**src/rtl/pipeline_stall_controller_pkg.sv**
```systemverilog
// Shared types for the pipeline stall controller: miss-tracking FSM states and perf counter bundle.
// The perf counter bundle is only consumed when STALL_PERF_CTR_EN is defined.
package pipeline_stall_controller_pkg;

    typedef enum logic [1:0] {
        RUN     = 2'd0,
        WAIT_I  = 2'd1,
        WAIT_D  = 2'd2,
        WAIT_ID = 2'd3
    } stall_state_t;

    localparam int PERF_W = 32;

    typedef struct packed {
        logic [PERF_W-1:0] i_stall_cyc;
        logic [PERF_W-1:0] d_stall_cyc;
        logic [PERF_W-1:0] bubbles;
        logic [PERF_W-1:0] flushes;
    } perf_ctr_t;

    // The FSM only remembers which misses are still open this cycle.
    function automatic stall_state_t next_stall_state(input logic i_stall, input logic d_stall);
        case ({i_stall, d_stall})
            2'b10:   return WAIT_I;
            2'b01:   return WAIT_D;
            2'b11:   return WAIT_ID;
            default: return RUN;
        endcase
    endfunction

endpackage

```
**src/rtl/pipeline_stall_controller_if.sv**
```systemverilog
// Hazard/cache handshake bundle and pipeline enables of the stall controller.
// STALL_PERF_CTR_EN adds the four performance counter outputs.
interface pipeline_stall_controller_if #(
    parameter int CTR_W = 32
);
    logic load_use_stall;
    logic branch_taken;
    logic icache_req;
    logic icache_resp;
    logic dcache_req;
    logic dcache_resp;
    logic load_pc;
    logic load_if_id;
    logic load_id_ex;
    logic load_ex_mem;
    logic load_mem_wb;
    logic flush_if_id;
    logic bubble_id_ex;
    logic timeout_err;
`ifdef STALL_PERF_CTR_EN
    logic [CTR_W-1:0] perf_i_stall_cyc;
    logic [CTR_W-1:0] perf_d_stall_cyc;
    logic [CTR_W-1:0] perf_bubbles;
    logic [CTR_W-1:0] perf_flushes;
`endif

    modport master (
        output load_use_stall, branch_taken, icache_req, icache_resp, dcache_req, dcache_resp,
        input  load_pc, load_if_id, load_id_ex, load_ex_mem, load_mem_wb,
        input  flush_if_id, bubble_id_ex, timeout_err
`ifdef STALL_PERF_CTR_EN
        , input perf_i_stall_cyc, perf_d_stall_cyc, perf_bubbles, perf_flushes
`endif
    );

    modport slave (
        input  load_use_stall, branch_taken, icache_req, icache_resp, dcache_req, dcache_resp,
        output load_pc, load_if_id, load_id_ex, load_ex_mem, load_mem_wb,
        output flush_if_id, bubble_id_ex, timeout_err
`ifdef STALL_PERF_CTR_EN
        , output perf_i_stall_cyc, perf_d_stall_cyc, perf_bubbles, perf_flushes
`endif
    );

endinterface

```
**src/rtl/pipeline_stall_controller_perf_counters.sv**
```systemverilog
// Wrapping per-event cycle counters: bit 0 i_stall, 1 d_stall, 2 bubble, 3 flush.
// Instantiated by the stall controller only when STALL_PERF_CTR_EN is defined.
module stall_perf_counters
    import pipeline_stall_controller_pkg::*;
#(
    parameter int CTR_W = 32
) (
    input  logic      clk,
    input  logic      rst,
    input  logic [3:0] event_vec,
    output perf_ctr_t perf
);

    logic [CTR_W-1:0] cnt_reg [4];

    generate
        for (genvar gi = 0; gi < 4; gi++) begin : g_ctr
            always_ff @(posedge clk or posedge rst) begin
                if (rst) begin
                    cnt_reg[gi] <= '0;
                end else if (event_vec[gi]) begin
                    cnt_reg[gi] <= cnt_reg[gi] + CTR_W'(1);
                end
            end
        end
    endgenerate

    assign perf.i_stall_cyc = PERF_W'(cnt_reg[0]);
    assign perf.d_stall_cyc = PERF_W'(cnt_reg[1]);
    assign perf.bubbles     = PERF_W'(cnt_reg[2]);
    assign perf.flushes     = PERF_W'(cnt_reg[3]);

endmodule

```
**src/rtl/pipeline_stall_controller.sv**
```systemverilog
// Owns every pipeline register enable: freezes on cache misses, squashes on redirects, bubbles on load-use.
// Optional STALL_PERF_CTR_EN adds stall/bubble/flush performance counters.
module pipeline_stall_controller
    import pipeline_stall_controller_pkg::*;
#(
    parameter int TIMEOUT_CYCLES = 1024,
    parameter int CTR_W          = 32
) (
    input  logic                        clk,
    input  logic                        rst,
    pipeline_stall_controller_if.slave  bus
);

    localparam int CNT_W = $clog2(TIMEOUT_CYCLES + 1);
    localparam logic [CNT_W-1:0] CNT_MAX = CNT_W'(TIMEOUT_CYCLES);

    stall_state_t     state_reg, state_next;
    logic [CNT_W-1:0] wait_cnt_reg, wait_cnt_next;
    logic             timeout_reg, timeout_next;
    logic             i_stall, d_stall, freeze;
    logic             bubble_evt, flush_evt;

    assign i_stall = bus.icache_req & ~bus.icache_resp;
    assign d_stall = bus.dcache_req & ~bus.dcache_resp;
    assign freeze  = i_stall | d_stall;

    always_ff @(posedge clk or posedge rst) begin
        if (rst) begin
            state_reg    <= RUN;
            wait_cnt_reg <= '0;
            timeout_reg  <= 1'b0;
        end else begin
            state_reg    <= state_next;
            wait_cnt_reg <= wait_cnt_next;
            timeout_reg  <= timeout_next;
        end
    end

    // Counter value is the length of the current uninterrupted wait, including this cycle.
    always_comb begin
        state_next    = next_stall_state(i_stall, d_stall);
        wait_cnt_next = '0;
        if (state_next != RUN) begin
            if (state_reg == RUN) begin
                wait_cnt_next = CNT_W'(1);
            end else if (wait_cnt_reg == CNT_MAX) begin
                wait_cnt_next = wait_cnt_reg;
            end else begin
                wait_cnt_next = wait_cnt_reg + CNT_W'(1);
            end
        end
        timeout_next = timeout_reg | (wait_cnt_next == CNT_MAX);
    end

    always_comb begin
        bus.load_pc      = 1'b1;
        bus.load_if_id   = 1'b1;
        bus.load_id_ex   = 1'b1;
        bus.load_ex_mem  = 1'b1;
        bus.load_mem_wb  = 1'b1;
        bus.flush_if_id  = 1'b0;
        bus.bubble_id_ex = 1'b0;
        bubble_evt       = 1'b0;
        flush_evt        = 1'b0;
        if (rst || freeze) begin
            bus.load_pc     = 1'b0;
            bus.load_if_id  = 1'b0;
            bus.load_id_ex  = 1'b0;
            bus.load_ex_mem = 1'b0;
            bus.load_mem_wb = 1'b0;
        end else if (bus.branch_taken) begin
            // The stalled consumer is on the wrong path, so the redirect beats load-use.
            bus.flush_if_id  = 1'b1;
            bus.bubble_id_ex = 1'b1;
            flush_evt        = 1'b1;
        end else if (bus.load_use_stall) begin
            bus.load_pc      = 1'b0;
            bus.load_if_id   = 1'b0;
            bus.bubble_id_ex = 1'b1;
            bubble_evt       = 1'b1;
        end
    end

    assign bus.timeout_err = timeout_reg;

`ifdef STALL_PERF_CTR_EN
    perf_ctr_t perf;

    stall_perf_counters #(
        .CTR_W (CTR_W)
    ) u_perf (
        .clk       (clk),
        .rst       (rst),
        .event_vec ({flush_evt, bubble_evt, d_stall, i_stall}),
        .perf      (perf)
    );

    assign bus.perf_i_stall_cyc = perf.i_stall_cyc[CTR_W-1:0];
    assign bus.perf_d_stall_cyc = perf.d_stall_cyc[CTR_W-1:0];
    assign bus.perf_bubbles     = perf.bubbles[CTR_W-1:0];
    assign bus.perf_flushes     = perf.flushes[CTR_W-1:0];
`endif

endmodule

```
**src/flat_wrapper.sv**
```systemverilog
// flat-port wrapper written by rule: the top's interface ports become plain ports
module pipeline_stall_controller_flat import pipeline_stall_controller_pkg::*;
#(
    parameter int TIMEOUT_CYCLES = 1024,
    parameter int CTR_W          = 32
)
  (clk, rst, bus_load_use_stall, bus_branch_taken, bus_icache_req, bus_icache_resp, bus_dcache_req, bus_dcache_resp, bus_load_pc, bus_load_if_id, bus_load_id_ex, bus_load_ex_mem, bus_load_mem_wb, bus_flush_if_id, bus_bubble_id_ex, bus_timeout_err);
  pipeline_stall_controller_if #(.CTR_W(CTR_W)) bus_i ();
  input  logic clk;
  input  logic rst;
  input wire logic [$bits(bus_i.load_use_stall)-1:0] bus_load_use_stall;
  input wire logic [$bits(bus_i.branch_taken)-1:0] bus_branch_taken;
  input wire logic [$bits(bus_i.icache_req)-1:0] bus_icache_req;
  input wire logic [$bits(bus_i.icache_resp)-1:0] bus_icache_resp;
  input wire logic [$bits(bus_i.dcache_req)-1:0] bus_dcache_req;
  input wire logic [$bits(bus_i.dcache_resp)-1:0] bus_dcache_resp;
  output wire logic [$bits(bus_i.load_pc)-1:0] bus_load_pc;
  output wire logic [$bits(bus_i.load_if_id)-1:0] bus_load_if_id;
  output wire logic [$bits(bus_i.load_id_ex)-1:0] bus_load_id_ex;
  output wire logic [$bits(bus_i.load_ex_mem)-1:0] bus_load_ex_mem;
  output wire logic [$bits(bus_i.load_mem_wb)-1:0] bus_load_mem_wb;
  output wire logic [$bits(bus_i.flush_if_id)-1:0] bus_flush_if_id;
  output wire logic [$bits(bus_i.bubble_id_ex)-1:0] bus_bubble_id_ex;
  output wire logic [$bits(bus_i.timeout_err)-1:0] bus_timeout_err;
  assign bus_i.load_use_stall = bus_load_use_stall;
  assign bus_i.branch_taken = bus_branch_taken;
  assign bus_i.icache_req = bus_icache_req;
  assign bus_i.icache_resp = bus_icache_resp;
  assign bus_i.dcache_req = bus_dcache_req;
  assign bus_i.dcache_resp = bus_dcache_resp;
  assign bus_load_pc = bus_i.load_pc;
  assign bus_load_if_id = bus_i.load_if_id;
  assign bus_load_id_ex = bus_i.load_id_ex;
  assign bus_load_ex_mem = bus_i.load_ex_mem;
  assign bus_load_mem_wb = bus_i.load_mem_wb;
  assign bus_flush_if_id = bus_i.flush_if_id;
  assign bus_bubble_id_ex = bus_i.bubble_id_ex;
  assign bus_timeout_err = bus_i.timeout_err;
  pipeline_stall_controller #(.TIMEOUT_CYCLES(TIMEOUT_CYCLES), .CTR_W(CTR_W)) u_core (.clk(clk), .rst(rst), .bus(bus_i));
endmodule
```
**config.mk**
```make
export PLATFORM = sky130hd
export DESIGN_NAME = pipeline_stall_controller_flat
export DESIGN_NICKNAME = d
export VERILOG_FILES = /design/src/rtl/pipeline_stall_controller_pkg.sv /design/src/rtl/pipeline_stall_controller_if.sv /design/src/rtl/pipeline_stall_controller_perf_counters.sv /design/src/rtl/pipeline_stall_controller.sv /design/src/flat_wrapper.sv
export SDC_FILE = /design/constraint.sdc
export NUM_CORES = 1
export LEC_CHECK = 0
export BUFFER_PORTS_ARGS = -buffer_cell sky130_fd_sc_hd__buf_2
export CAP_MARGIN = 20
export CORE_AREA = 2 2 47 49
export CTS_CLUSTER_SIZE = 10
export DETAILED_ROUTE_END_ITERATION = 10
export DIE_AREA = 0 0 49 51
export PLACE_DENSITY = 0.65
export RECOVER_POWER = 50
export SYNTH_ARGS = -nofsm -noshare
export SYNTH_HDL_FRONTEND = slang
export SYNTH_HIERARCHICAL = 1
export SYNTH_SLANG_ARGS = --single-unit
```
**constraint.sdc**
```tcl
create_clock -name clk -period 2.8 [get_ports clk]
set_clock_uncertainty 0.2 [all_clocks]
set_input_delay 0.14 -clock clk [delete_from_list [all_inputs] [get_ports clk]]
set_output_delay 0.14 -clock clk [all_outputs]
set_load 0.01 [all_outputs]
```
# Word level (Yosys, flattened, before mapping)
# Index checks and enable logic that the tools add are counted.
[word_totals]
output_inout_bits = 8
wordCells = 31
inputBits = 8
register_bits = 14
[classes]
eq_ne = 5
mux = 13
n_addsub = 1
reduce_logical = 3
bitwise_logic = 6
[ops]
columns = ["op", "count"]
rows = [
  ["11-bit two-way mux", 3],
  ["11-bit equality test (second input constant)", 2],
  ["11-bit by 1-bit adder with 11-bit output (second input constant)", 1],
  ["1-bit two-way mux", 9],
  ["2-bit one-hot mux with 3 select lines", 1],
  ["2-bit equality test (second input constant)", 2],
  ["1-bit bitwise AND", 2],
  ["2-bit by 1-bit equality test with 1-bit output (second input constant)", 1],
  ["2-bit logical NOT", 1],
  ["1-bit inverter", 2],
  ["1-bit OR", 2],
  ["2-bit nonzero test", 1],
  ["1-bit logical OR", 1],
]

# Depth between registers and ports, before layout
# Gate-level depths: netlist of the first run.
[depth]
ltp_word = 8
mapped_depth = 7
depth_no_buf = 7

# Worst setup path before layout of the first run
# No wires, ideal clock.
[synth_timing]
kind = "register -> register"
startpoint = "register u_core.wait_cnt_reg[0]"
endpoint = "register u_core.timeout_reg, in the netlist u_core/bus.timeout_err"
period_less_slack_ns = 2.023
stages_incl_launch_ff = 7
required_time_ns = 2.480
setup_ns = 0.120
arrival_time_ns = 1.703
slack_ns = 0.777
n_path_buf = 0
path_cell_list = "dfrtp_1 ha_1 and4_1 or3b_1 xor2_1 a211oi_2 a41o_1"
[synth_via]
elab_chain_cells = 6
word_cells_on_any_way = 7
cone_classes = "add/sub: 1; eq/ne: 2; mux: 3; bitwise: 1"
[synth_rtl]
columns = ["item", "line_no", "text"]
rows = [
  ["from (decl)", "pipeline_stall_controller.sv:18", "logic [CNT_W-1:0] wait_cnt_reg, wait_cnt_next;"],
  ["from (signal assigned)", "pipeline_stall_controller.sv:34", "wait_cnt_reg <= wait_cnt_next;"],
  ["11-bit by 1-bit adder with 11-bit output or 11-bit equality test (tied branches)", "pipeline_stall_controller.sv:49, pipeline_stall_controller.sv:46", ""],
  ["11-bit two-way mux *", "pipeline_stall_controller.sv:46", "end else if (wait_cnt_reg == CNT_MAX) begin"],
  ["11-bit two-way mux *", "pipeline_stall_controller.sv:44", "if (state_reg == RUN) begin"],
  ["11-bit two-way mux *", "pipeline_stall_controller.sv:43", "if (state_next != RUN) begin"],
  ["11-bit equality test *", "pipeline_stall_controller.sv:52", "timeout_next = timeout_reg | (wait_cnt_next == CNT_MAX);"],
  ["1-bit OR *", "pipeline_stall_controller.sv:52", ""],
  ["via u_core.timeout_next", "pipeline_stall_controller.sv:19", "logic timeout_reg, timeout_next;"],
  ["to (signal assigned)", "pipeline_stall_controller.sv:35", "timeout_reg <= timeout_next;"],
  ["to (decl)", "pipeline_stall_controller.sv:19", ""],
]
# Mark *: on every way through the listed nets, which the timed path passes. The rest lies on a longest branch.

# Worst setup path in the final report of the first run
[layout_timing]
startpoint = "input bus_dcache_resp"
endpoint = "register u_core.timeout_reg, in the netlist u_core/bus.timeout_err"
[layout_via]
elab_chain_cells = 8
word_cells_on_any_way = 10
cone_classes = "eq/ne: 4; mux: 2; bitwise: 3; reduce/logical: 1"
[layout_rtl]
columns = ["item", "line_no", "text"]
rows = [
  ["from (decl)", "flat_wrapper.sv:16", "input wire logic [$bits(bus_i.dcache_resp)-1:0] bus_dcache_resp;"],
  ["1-bit inverter *", "pipeline_stall_controller.sv:24", "assign d_stall = bus.dcache_req & ~bus.dcache_resp;"],
  ["1-bit bitwise AND *", "pipeline_stall_controller.sv:24", ""],
  ["2-bit equality test or 2-bit by 1-bit equality test with 1-bit output (tied branches)", "pipeline_stall_controller_pkg.sv:23", "case ({i_stall, d_stall})"],
  ["2-bit one-hot mux with 3 select lines *", "pipeline_stall_controller_pkg.sv:23", ""],
  ["2-bit nonzero test *", "pipeline_stall_controller.sv:43", ""],
  ["11-bit two-way mux *", "pipeline_stall_controller.sv:43", ""],
  ["11-bit equality test *", "pipeline_stall_controller.sv:52", ""],
  ["1-bit OR *", "pipeline_stall_controller.sv:52", ""],
  ["via u_core.timeout_next", "pipeline_stall_controller.sv:19", ""],
]
# Marks and branches as above.

==> impl_metrics.json, run 1 <==
{
  "status": "finished, final reports clean",
  "syn_to_final_growth_pct": 16.0,
  "grt_pass1_vias": 715,
  "cap_viol_max_count": 0,
  "start_util": 0.421,
  "required_ns": 2.82,
  "fin_cells": 141,
  "clockBufferDepth": 2,
  "drt_first_iter_violations": 4,
  "total_power_mw": 0.373,
  "ant_nets": 0,
  "dp.cells": 133,
  "syn_avg_cell_area_um2": 9.06,
  "cts_tree": "done",
  "row_count": 17,
  "netlist.area_leader.share": 0.403,
  "dieHeight_um": 51,
  "min_path_type": "in -> reg",
  "fin_util": 0.489,
  "synth_seq_area_share": 0.403,
  "numPortBuffers": 15,
  "synthesis.area_um2": 870,
  "dp_hpwl_mm": 1.29,
  "syn_nets": 106,
  "drive_gt1_frac": 0.186,
  "post-route-period-util": 0.813,
  "io_pins": 16,
  "post_cts_buffers": 0,
  "ys_types": 34,
  "rsz0062_at_grt": "false",
  "slew_headroom": 0.251,
  "max_clock_freq_mhz": 439,
  "cts_resized": 0,
  "path_class": "in -> reg",
  "finalSetupViolations": 0,
  "mostFrequentLayoutCells": "nor2_1 (14), dfrtp_1 (14), buf_2 (13), inv_1 (6), a21oi_1 (6)",
  "routed_wirelength_mm": 1.72,
  "grt_overflow": 0,
  "largest_register_ffs": 11,
  "die-area_mm2": 0.00250,
  "fp.coreArea_mm2": 0.00206,
  "startpoint_type": "input port",
  "numCtsBuffers": 3,
  "vias": 696,
  "grt_antenna_before_repair": 0,
  "htreeDepth": 1,
  "postCtsHoldBufs": 5,
  "die_x_um": 49,
  "place_ws_ns": 0.635,
  "yosysWarnings": 6,
  "cts_root_buf": "clkbuf_4",
  "grt_first_pass_wirelength_mm": 3.05,
  "gp_congestion": 0.796,
  "clk_pin_slew_worst_paths_ns": 0.08,
  "grt_start_max_net_pins": 15,
  "leakage_nw": 0.440,
  "route.detailed.drc": 0,
  "fin_tns_setup_ns": 0,
  "crit_path_end_kind": "register",
  "syn_inst": 96,
  "via_per_inst": 4.94,
  "avgRoutedWirePerCell_um": 12.2,
  "clock_insertion_delay_worst_skew_ns": 0.27,
  "peakVddDrop_uv": 252,
  "synth_top_cell_by_area": "dfrtp_1",
  "drt_pre_antenna_iters": 4,
  "fin_nets": 125,
  "p_per_area_mw_per_mm2": 370,
  "layout_min_cycle_time_ns": 2.28,
  "clock-sinks": 14,
  "timing.final.hold_violations": 0,
  "grt_usage": 0.165,
  "max_slew.worst_pin.slew_ns": 1.11,
  "crit_fanout": 10,
  "worstPathArrival_ns": 2.29,
  "finalMaxSlewViolations": 0,
  "synth_seq_cells": 14,
  "setup_slack_ns": 0.524,
  "synth_area_leaders": "dfrtp_1 (40%), nor2_1 (6.0%), xnor2_1 (5.0%)",
  "antennaDiodeCount": 0
}
report_power, final:
| part | total, mW | switching (mW) | internal (mW) |
|---|---|---|---|
| sequential | 0.210 | 0.00388 | 0.206 |
| clock | 0.109 | 0.0591 | 0.0498 |
| combinational | 0.0543 | 0.0293 | 0.0250 |
path summary, 6_finish.rpt:
check / start / to / slack (ns) / cells past startpoint
max reg2reg: u_core/wait_cnt_reg[0] / u_core/bus.timeout_err / 0.60 / 6
max: bus_dcache_resp / u_core/bus.timeout_err / 0.52 / 7
min: bus_icache_req / u_core/wait_cnt_reg[0] / 0.11 / 4
min reg2reg: u_core/bus.timeout_err / u_core/bus.timeout_err / 0.27 / 1
max in group asynchronous: rst / u_core/wait_cnt_reg[9] / 1.78 / 3
min in group asynchronous: rst / u_core/state_reg[1] / 0.28 / 3
metal layers:
layer  GRT usage  part of all wire  vias up
li1            -                 -      362
met1       0.170              0.42      320
met2       0.313              0.54       10
met3      0.0351             0.025        4
met4      0.0857             0.019        0
met5           0                 0        -
worst max-delay path, cell delays in order:
cell and delay, ns:
dlygate4sd3_1 0.52, buf_2 0.09, nor2b_1 0.07, o21ai_0 0.88
a21oi_1 0.08, a211oi_1 0.31, a41o_1 0.20
cell families (layout without fill, tap and decap cells):
| family | after synthesis | in the layout | synth area share |
|---|---|---|---|
| AND/OR/NAND/NOR | 41 | 41 | 0.268 |
| XOR/XNOR | 9 | 9 | 0.0906 |
| AO/OA/AOI/OAI | 18 | 18 | 0.141 |
| adder cells (fa/ha/maj) | 2 | 2 | 0.0288 |
| buffers and inverters | 12 | 29 | 0.0691 |
| flip-flops | 14 | 14 | 0.403 |
stage by stage:
| stage | area [µm²] | hold slack [ns] |
|---|---|---|
| final | 1010 | 0.110 |
| after global routing | 1010 | 0.153 |
| after CTS | 1010 | 0.107 |
| after detailed placement | 942 | 0.0320 |
| after global placement | 942 | 0.0233 |
| after floorplan | 870 | -0.171 |
synthesized netlist by cell type:
| library cell | count |
|---|---|
| a21boi_0 | 1 |
| nand3_1 | 1 |
| nand2_1 | 4 |
| or3b_1 | 1 |
| nand3_2 | 1 |
| a211oi_1 | 1 |
| xor2_1 | 4 |
| inv_1 | 6 |
| clkbuf_1 | 2 |
| o21ai_0 | 3 |
| nor2_1 | 14 |
| o21a_1 | 2 |
| a211o_1 | 1 |
| o21ai_2 | 1 |
| nor3_1 | 3 |
| nand2b_1 | 1 |
| and4_1 | 1 |
| nor4_1 | 1 |
| a211oi_2 | 1 |
| o211ai_1 | 1 |
| buf_4 | 4 |
| or2_2 | 1 |
| or3_1 | 1 |
| nand4_1 | 3 |
| nor2b_1 | 5 |
| dfrtp_1 | 14 |
| a21oi_1 | 6 |
| xnor2_1 | 5 |
| or4_1 | 1 |
| and2b_1 | 1 |
| nand4_2 | 1 |
| ha_1 | 2 |
| nor4b_2 | 1 |
| a41o_1 | 1 |
layout make-up:
cell class	instances	area, µm²
flip-flops and latches	14	350
multi-input cells	70	455
clock buffers	3	22.5
inverters	6	22.5
fillers	204	1050
well taps	28	35.0
repair buffers	20	123
Power figures use the tool's default switching activity.
==> run 2: changes to the inputs <==
==> constraint.sdc (replaced) <==
create_clock -name clk -period 2.1 [get_ports clk]
set_clock_uncertainty 0.2 [all_clocks]
set_input_delay 0.105 -clock clk [delete_from_list [all_inputs] [get_ports clk]]
set_output_delay 0.105 -clock clk [all_outputs]
set_load 0.01 [all_outputs]
==> run 2 against run 1 <==
- final cell count increased by 4.3%
- die area unchanged
- cell area increased by 5.2%
- combinational power increased by 38%
- largest power group unchanged
- sequential power increased by 33%
- sequential share of layout area decreased by 1.6 points
- critical path depth decreased by 1
- register-to-register slack got worse by 0.50 ns
- global-route usage decreased by 1.1 points
==> impl_metrics.json, run 2 (synthesis results as in run 1) <==
{
  "avgRoutedWirePerCell_um": 11.7,
  "finalSetupViolations": 0,
  "grt-busiest-layer": "met2",
  "cts_root_buf": "clkbuf_4",
  "met3_usage": 0.0263,
  "power_frac_comb": 0.136,
  "dp_hpwl_mm": 1.30,
  "crit_path_end_kind": "register",
  "switching_share": 0.244,
  "start_util": 0.421,
  "fin_cells": 147,
  "finalMaxSlewViolations": 0,
  "cts_tree": "done",
  "seqPwrFrac": 0.509,
  "route.detailed.drc": 0,
  "post_cts_buffers": 0,
  "htreeDepth": 1,
  "clk_pin_slew_worst_paths_ns": 0.09,
  "post-route-period-util": 0.953,
  "vias": 736,
  "ant_nets": 0,
  "path_cells": "ha_1, and4_1, or3b_1, xor2_1, a211oi_2, a41o_1",
  "critical-path-top-delay-family": "simple AND/OR/NAND/NOR gates",
  "post_dp_cell_area_um2": 980,
  "clockBufferDepth": 2,
  "startpoint_type": "register",
  "path_buf_inv": 0,
  "slew_headroom": 0.638,
  "cp_slowest_cell": "dfrtp_1",
  "path_class": "reg -> reg",
  "max_slew.worst_pin.slew_ns": 0.542,
  "fillCellCount": 212,
  "rsz0062_at_grt": "false",
  "drt_first_iter_violations": 8,
  "mostFrequentLayoutCells": "nor2_1 (14), buf_2 (13), dfrtp_1 (13), inv_1 (6), a21oi_1 (6)",
  "fin_tns_setup_ns": 0,
  "layout_min_cycle_time_ns": 2.00,
  "cap_viol_max_count": 0,
  "dp.cells": 138,
  "final_common_cell": "nor2_1",
  "gp_congestion": 0.862,
  "slowest_delay_ns": 0.42,
  "grtUsageMet1": 0.184,
  "drive_gt1_frac": 0.235,
  "die_x_um": 49,
  "timing.final.hold_violations": 0,
  "drt_pre_antenna_iters": 4,
  "fp.coreArea_mm2": 0.00206,
  "grt_pass1_vias": 695,
  "antennaDiodeCount": 0,
  "switchingPower_mw": 0.134,
  "die-area_mm2": 0.00250,
  "grt_first_pass_wirelength_mm": 2.90,
  "crit_fanout": 4,
  "leakage_nw": 0.470,
  "fin_nets": 130,
  "status": "finished, final reports clean",
  "numPortBuffers": 15,
  "numCtsBuffers": 3,
  "met2_usage": 0.274,
  "io_pins": 16,
  "min_path_type": "in -> reg",
  "clock_insertion_delay_worst_skew_ns": 0.29,
  "grt_usage": 0.154,
  "p_per_area_mw_per_mm2": 519,
  "routed_wirelength_mm": 1.72,
  "grt_overflow": 0,
  "via_per_inst": 5.01,
  "required_ns": 2.08,
  "syn_to_final_growth_pct": 22.0,
  "clock-sinks": 14,
  "peakVddDrop_uv": 266,
  "p_clk_frac": 0.356,
  "grt_start_max_net_pins": 15,
  "dieHeight_um": 51,
  "internal-power_mw": 0.416,
  "max_clock_freq_mhz": 500,
  "final_design_area_no_fill_mm2": 0.00106,
  "largest_register_ffs": 11,
  "worstPathArrival_ns": 1.98,
  "grt_antenna_before_repair": 0,
  "row_count": 17
}
## run 2: through the flow
stage               total power [mW]  hold slack [ns]  setup WS, ns  utilization
floorplan                      0.334           -0.206        0.0766            -
finish                         0.550           0.0214        0.0990        0.514
detailed placement             0.355        -0.000514        0.0976        0.475
global placement               0.355         -0.00583         0.102        0.475
CTS                            0.558           0.0372        0.0741        0.517
global route                   0.584           0.0349       0.00917        0.514
## run 2: power by group through the flow
stage	Combinational (mW)	Clock, mW	Sequential [mW]
3_5_place_dp	0.0699	0	0.285
2_1_floorplan	0.0502	0	0.284
4_1_cts	0.0772	0.201	0.280
5_1_grt	0.0845	0.219	0.281
3_3_place_gp	0.0703	0	0.284
6_report	0.0747	0.196	0.280
## run 2: path summary, 6_finish.rpt
kind                                        startpoint                endpoint  slack (ns)  cells after the start
worst max-delay path            u_core/wait_cnt_reg[1]  u_core/bus.timeout_err         0.1                      6
worst min-delay path                    bus_icache_req  u_core/wait_cnt_reg[0]        0.02                      4
worst max register to register  u_core/wait_cnt_reg[1]  u_core/bus.timeout_err         0.1                      6
worst min register to register  u_core/bus.timeout_err  u_core/bus.timeout_err        0.28                      1
max in group asynchronous                          rst  u_core/wait_cnt_reg[0]        1.09                      3
min in group asynchronous                          rst  u_core/wait_cnt_reg[1]        0.23                      3
## run 2: timing repair
action,in CTS,in global routing
endpoints found under the setup margin,0,1
endpoints found under the hold margin,17,0
resized for setup,0,1
hold buffers,5,0
## run 2: area by class of cell
class / instances / area [µm²] / area share
flip-flops and latches: 14 / 352 / 0.331
repair buffers: 25 / 160 / 0.151
inverters: 6 / 22.5 / 0.0212
clock buffers: 4 / 36.3 / 0.0342
well taps: 28 / 35.0 / 0.0330
multi-input cells: 70 / 455 / 0.429
## run 2: worst register-to-register path: stages (launching register included)
cell and delay (ns):
dfrtp_1 0.42, ha_1 0.19, and4_1 0.21, or3b_1 0.36, xor2_1 0.21, a211oi_2 0.07, a41o_1 0.24
## run 2: layer usage
metal  routed length, µm  vias up
met1                 792      346
met5                   0        -
met3                  35        3
li1                    -      375
met2                 864       12
met4                  23        0
==> run 3: changes to the inputs <==
--- a/config.mk
+++ b/config.mk
@@ -7,13 +7,13 @@
 export LEC_CHECK = 0
 export BUFFER_PORTS_ARGS = -buffer_cell sky130_fd_sc_hd__buf_2
 export CAP_MARGIN = 20
-export CORE_AREA = 2 2 47 49
+export CORE_AREA = 2 2 48 50
 export CTS_CLUSTER_SIZE = 10
 export DETAILED_ROUTE_END_ITERATION = 10
-export DIE_AREA = 0 0 49 51
+export DIE_AREA = 0 0 50 52
 export PLACE_DENSITY = 0.65
 export RECOVER_POWER = 50
+export SETUP_SLACK_MARGIN = 0.2
 export SYNTH_ARGS = -nofsm -noshare
 export SYNTH_HDL_FRONTEND = slang
-export SYNTH_HIERARCHICAL = 1
 export SYNTH_SLANG_ARGS = --single-unit
==> run 3 against run 2 <==
- the run now ends with setup timing left
- count of clock-buffer cells in the layout unchanged
- synthesized cell count decreased by 1.0%
- global-route usage increased by 3.8 points
- routed wire length increased by 37%
- power increased by 12%
- combinational power increased by 75%
- sequential cell count unchanged
- via count increased by 21%
==> impl_metrics.json, run 3 <==
{
  "met2_usage": 0.331,
  "max_slew.worst_pin.slew_ns": 0.539,
  "setup_slack_ns": -0.0286,
  "min_path_type": "in -> reg",
  "grt_first_pass_wirelength_mm": 3.72,
  "finalMaxSlewViolations": 0,
  "clockBufferDepth": 2,
  "total_power_mw": 0.614,
  "drt_pre_antenna_iters": 4,
  "antennaDiodeCount": 0,
  "synth_seq_cells": 14,
  "grt_antenna_before_repair": 0,
  "crit_path_start": "u_core.wait_cnt_reg[0]",
  "fp.coreArea_mm2": 0.00211,
  "cap_viol_max_count": 0,
  "die_x_um": 50,
  "multi_input_area_um2": 537,
  "drive_gt1_frac": 0.431,
  "clock-sinks": 14,
  "grt-busiest-layer": "met2",
  "mostFrequentLayoutCells": "buf_4 (16), dfrtp_1 (14), buf_2 (13), nor3_1 (8), nor2_1 (7)",
  "via_per_inst": 5.63,
  "syn_avg_cell_area_um2": 9.57,
  "vias": 889,
  "numPortBuffers": 15,
  "largest_register_ffs": 11,
  "dieHeight_um": 52,
  "die-area_mm2": 0.00260,
  "fin_tns_setup_ns": -0.0286,
  "critical-path-top-delay-family": "compound AO/OA/AOI/OAI gates",
  "grtUsageMet1": 0.233,
  "worstPathArrival_ns": 2.11,
  "synth_top_cell_by_area": "dfrtp_1",
  "netlist.area_leader.share": 0.385,
  "dp_hpwl_mm": 1.72,
  "post-route-period-util": 1.01,
  "met3_usage": 0.0287,
  "route.detailed.drc": 0,
  "seq_area_um2": 350,
  "drt_first_iter_violations": 17,
  "required_ns": 2.08,
  "fin_nets": 141,
  "clk_pin_slew_worst_paths_ns": 0.09,
  "violations": "setup timing",
  "grt_overflow": 0,
  "yosysWarnings": 0,
  "p_per_area_mw_per_mm2": 489,
  "avgRoutedWirePerCell_um": 14.8,
  "row_count": 17,
  "routed_wirelength_mm": 2.34,
  "final_common_cell": "buf_4",
  "postSynth.asyncResetShare": 1.00,
  "yosys-top-cells-count": "dfrtp_1 (14), nor3_1 (9), nor2_1 (7)",
  "slew_headroom": 0.640,
  "startpoint_type": "register",
  "clock_insertion_delay_worst_skew_ns": 0.28,
  "cts_tree": "done",
  "syn_inst": 95,
  "dp.cells": 143,
  "syn_to_final_growth_pct": 38.0,
  "grt_pass1_vias": 840,
  "r2r_start": "u_core.wait_cnt_reg[0]",
  "crit_path_end_kind": "register",
  "synthesis.area_um2": 910,
  "synth_area_leaders": "dfrtp_1 (39%), nor3_1 (5.0%), buf_4 (3.3%)",
  "cts_root_buf": "clkbuf_4",
  "fin_cells": 158,
  "status": "finished with violations",
  "synth_seq_area_share": 0.385,
  "peakVddDrop_uv": 283,
  "synth-edff-count": 0,
  "max_clock_freq_mhz": 470,
  "fillCellCount": 177,
  "timing.final.hold_violations": 0,
  "finalSetupViolations": 1,
  "grt_usage": 0.191,
  "fin_util": 0.596,
  "layout_min_cycle_time_ns": 2.13,
  "path_buf_inv": 3,
  "path_cells": "buf_6, inv_4, ha_4, nor4b_4, buf_4, a311o_2, a21oi_2, nor3_1, a41o_1",
  "gp_congestion": 0.848,
  "syn_nets": 105,
  "ys_types": 40,
  "start_util": 0.432,
  "numCtsBuffers": 3,
  "rsz0062_at_grt": "true",
  "slowest_delay_ns": 0.42,
  "htreeDepth": 1,
  "grt_start_max_net_pins": 15,
  "synthFlopType": "dfrtp_1",
  "ant_nets": 0,
  "path_class": "reg -> reg",
  "hold_path_startpoint": "bus_icache_resp",
  "yosys.cell_count.top_type": "dfrtp_1",
  "cp_slowest_cell": "dfrtp_1",
  "io_pins": 16,
  "leakage_nw": 0.537,
  "crit_fanout": 2
}
[run 3: repair_timing]
action	CTS	global route
hold endpoints to repair	16	0
setup buffers	6	2
cloned	0	0
gates resized for setup	6	8
hold buffers	3	0
pin swaps	4	8
endpoints found under the setup margin	1	4
[run 3: cell type report]
class | instances | share of cell area
inverters | 6 | 0.0199
well taps | 28 | 0.0279
flip-flops and latches | 14 | 0.279
multi-input cells | 67 | 0.428
repair buffers | 39 | 0.216
clock buffers | 4 | 0.0289
[run 3: through the flow]
| step | instance area [µm²] | hold WS, ns | setup slack [ns] |
|---|---|---|---|
| 6_report | 1250 | 0.164 | -0.0286 |
| 5_1_grt | 1250 | 0.194 | -0.0649 |
| 4_1_cts | 1210 | 0.116 | 0.00393 |
| 3_5_place_dp | 1070 | 0.00172 | -0.0717 |
| 3_3_place_gp | 1070 | -0.000931 | -0.00234 |
| 2_1_floorplan | 912 | -0.206 | 0.182 |
[run 3: final timing paths]
| kind | to | slack, ns | cells after the start |
|---|---|---|---|
| max | u_core.bus.timeout_err | -0.03 | 9 |
| min | u_core.wait_cnt_reg[9] | 0.16 | 5 |
| max reg2reg | u_core.bus.timeout_err | -0.03 | 9 |
| min reg2reg | u_core.bus.timeout_err | 0.30 | 1 |
| max in group asynchronous | u_core.wait_cnt_reg[7] | 1.14 | 3 |
| min in group asynchronous | u_core.state_reg[1] | 0.21 | 3 |
[run 3: routing by layer]
layer	vias to the layer above	wire length (µm)
met5	-	0
met4	0	34
met3	6	147
met2	34	1200
met1	430	958
li1	419	-
[run 3: worst register-to-register path, stage by stage (launching register included)]
cell,delay (ns)
dfrtp_1,0.42
buf_6,0.13
inv_4,0.03
ha_4,0.14
nor4b_4,0.13
buf_4,0.15
a311o_2,0.38
a21oi_2,0.16
nor3_1,0.06
a41o_1,0.24
[run 3: kinds of logic after synthesis]
| kind of cell | count (synthesis) | synth area share |
|---|---|---|
| xor+xnor | 5 | 0.0482 |
| flops | 14 | 0.385 |
| mux | 1 | 0.0110 |
| simple gates | 36 | 0.250 |
| compound gates | 23 | 0.194 |
| fa+ha+maj | 2 | 0.0275 |
| buf+inv | 14 | 0.0839 |
[run 3: where the power goes]
group	internal (mW)	switching, mW	total [mW]
clock	0.105	0.0968	0.202
sequential	0.275	0.00606	0.281
combinational	0.0715	0.0594	0.131
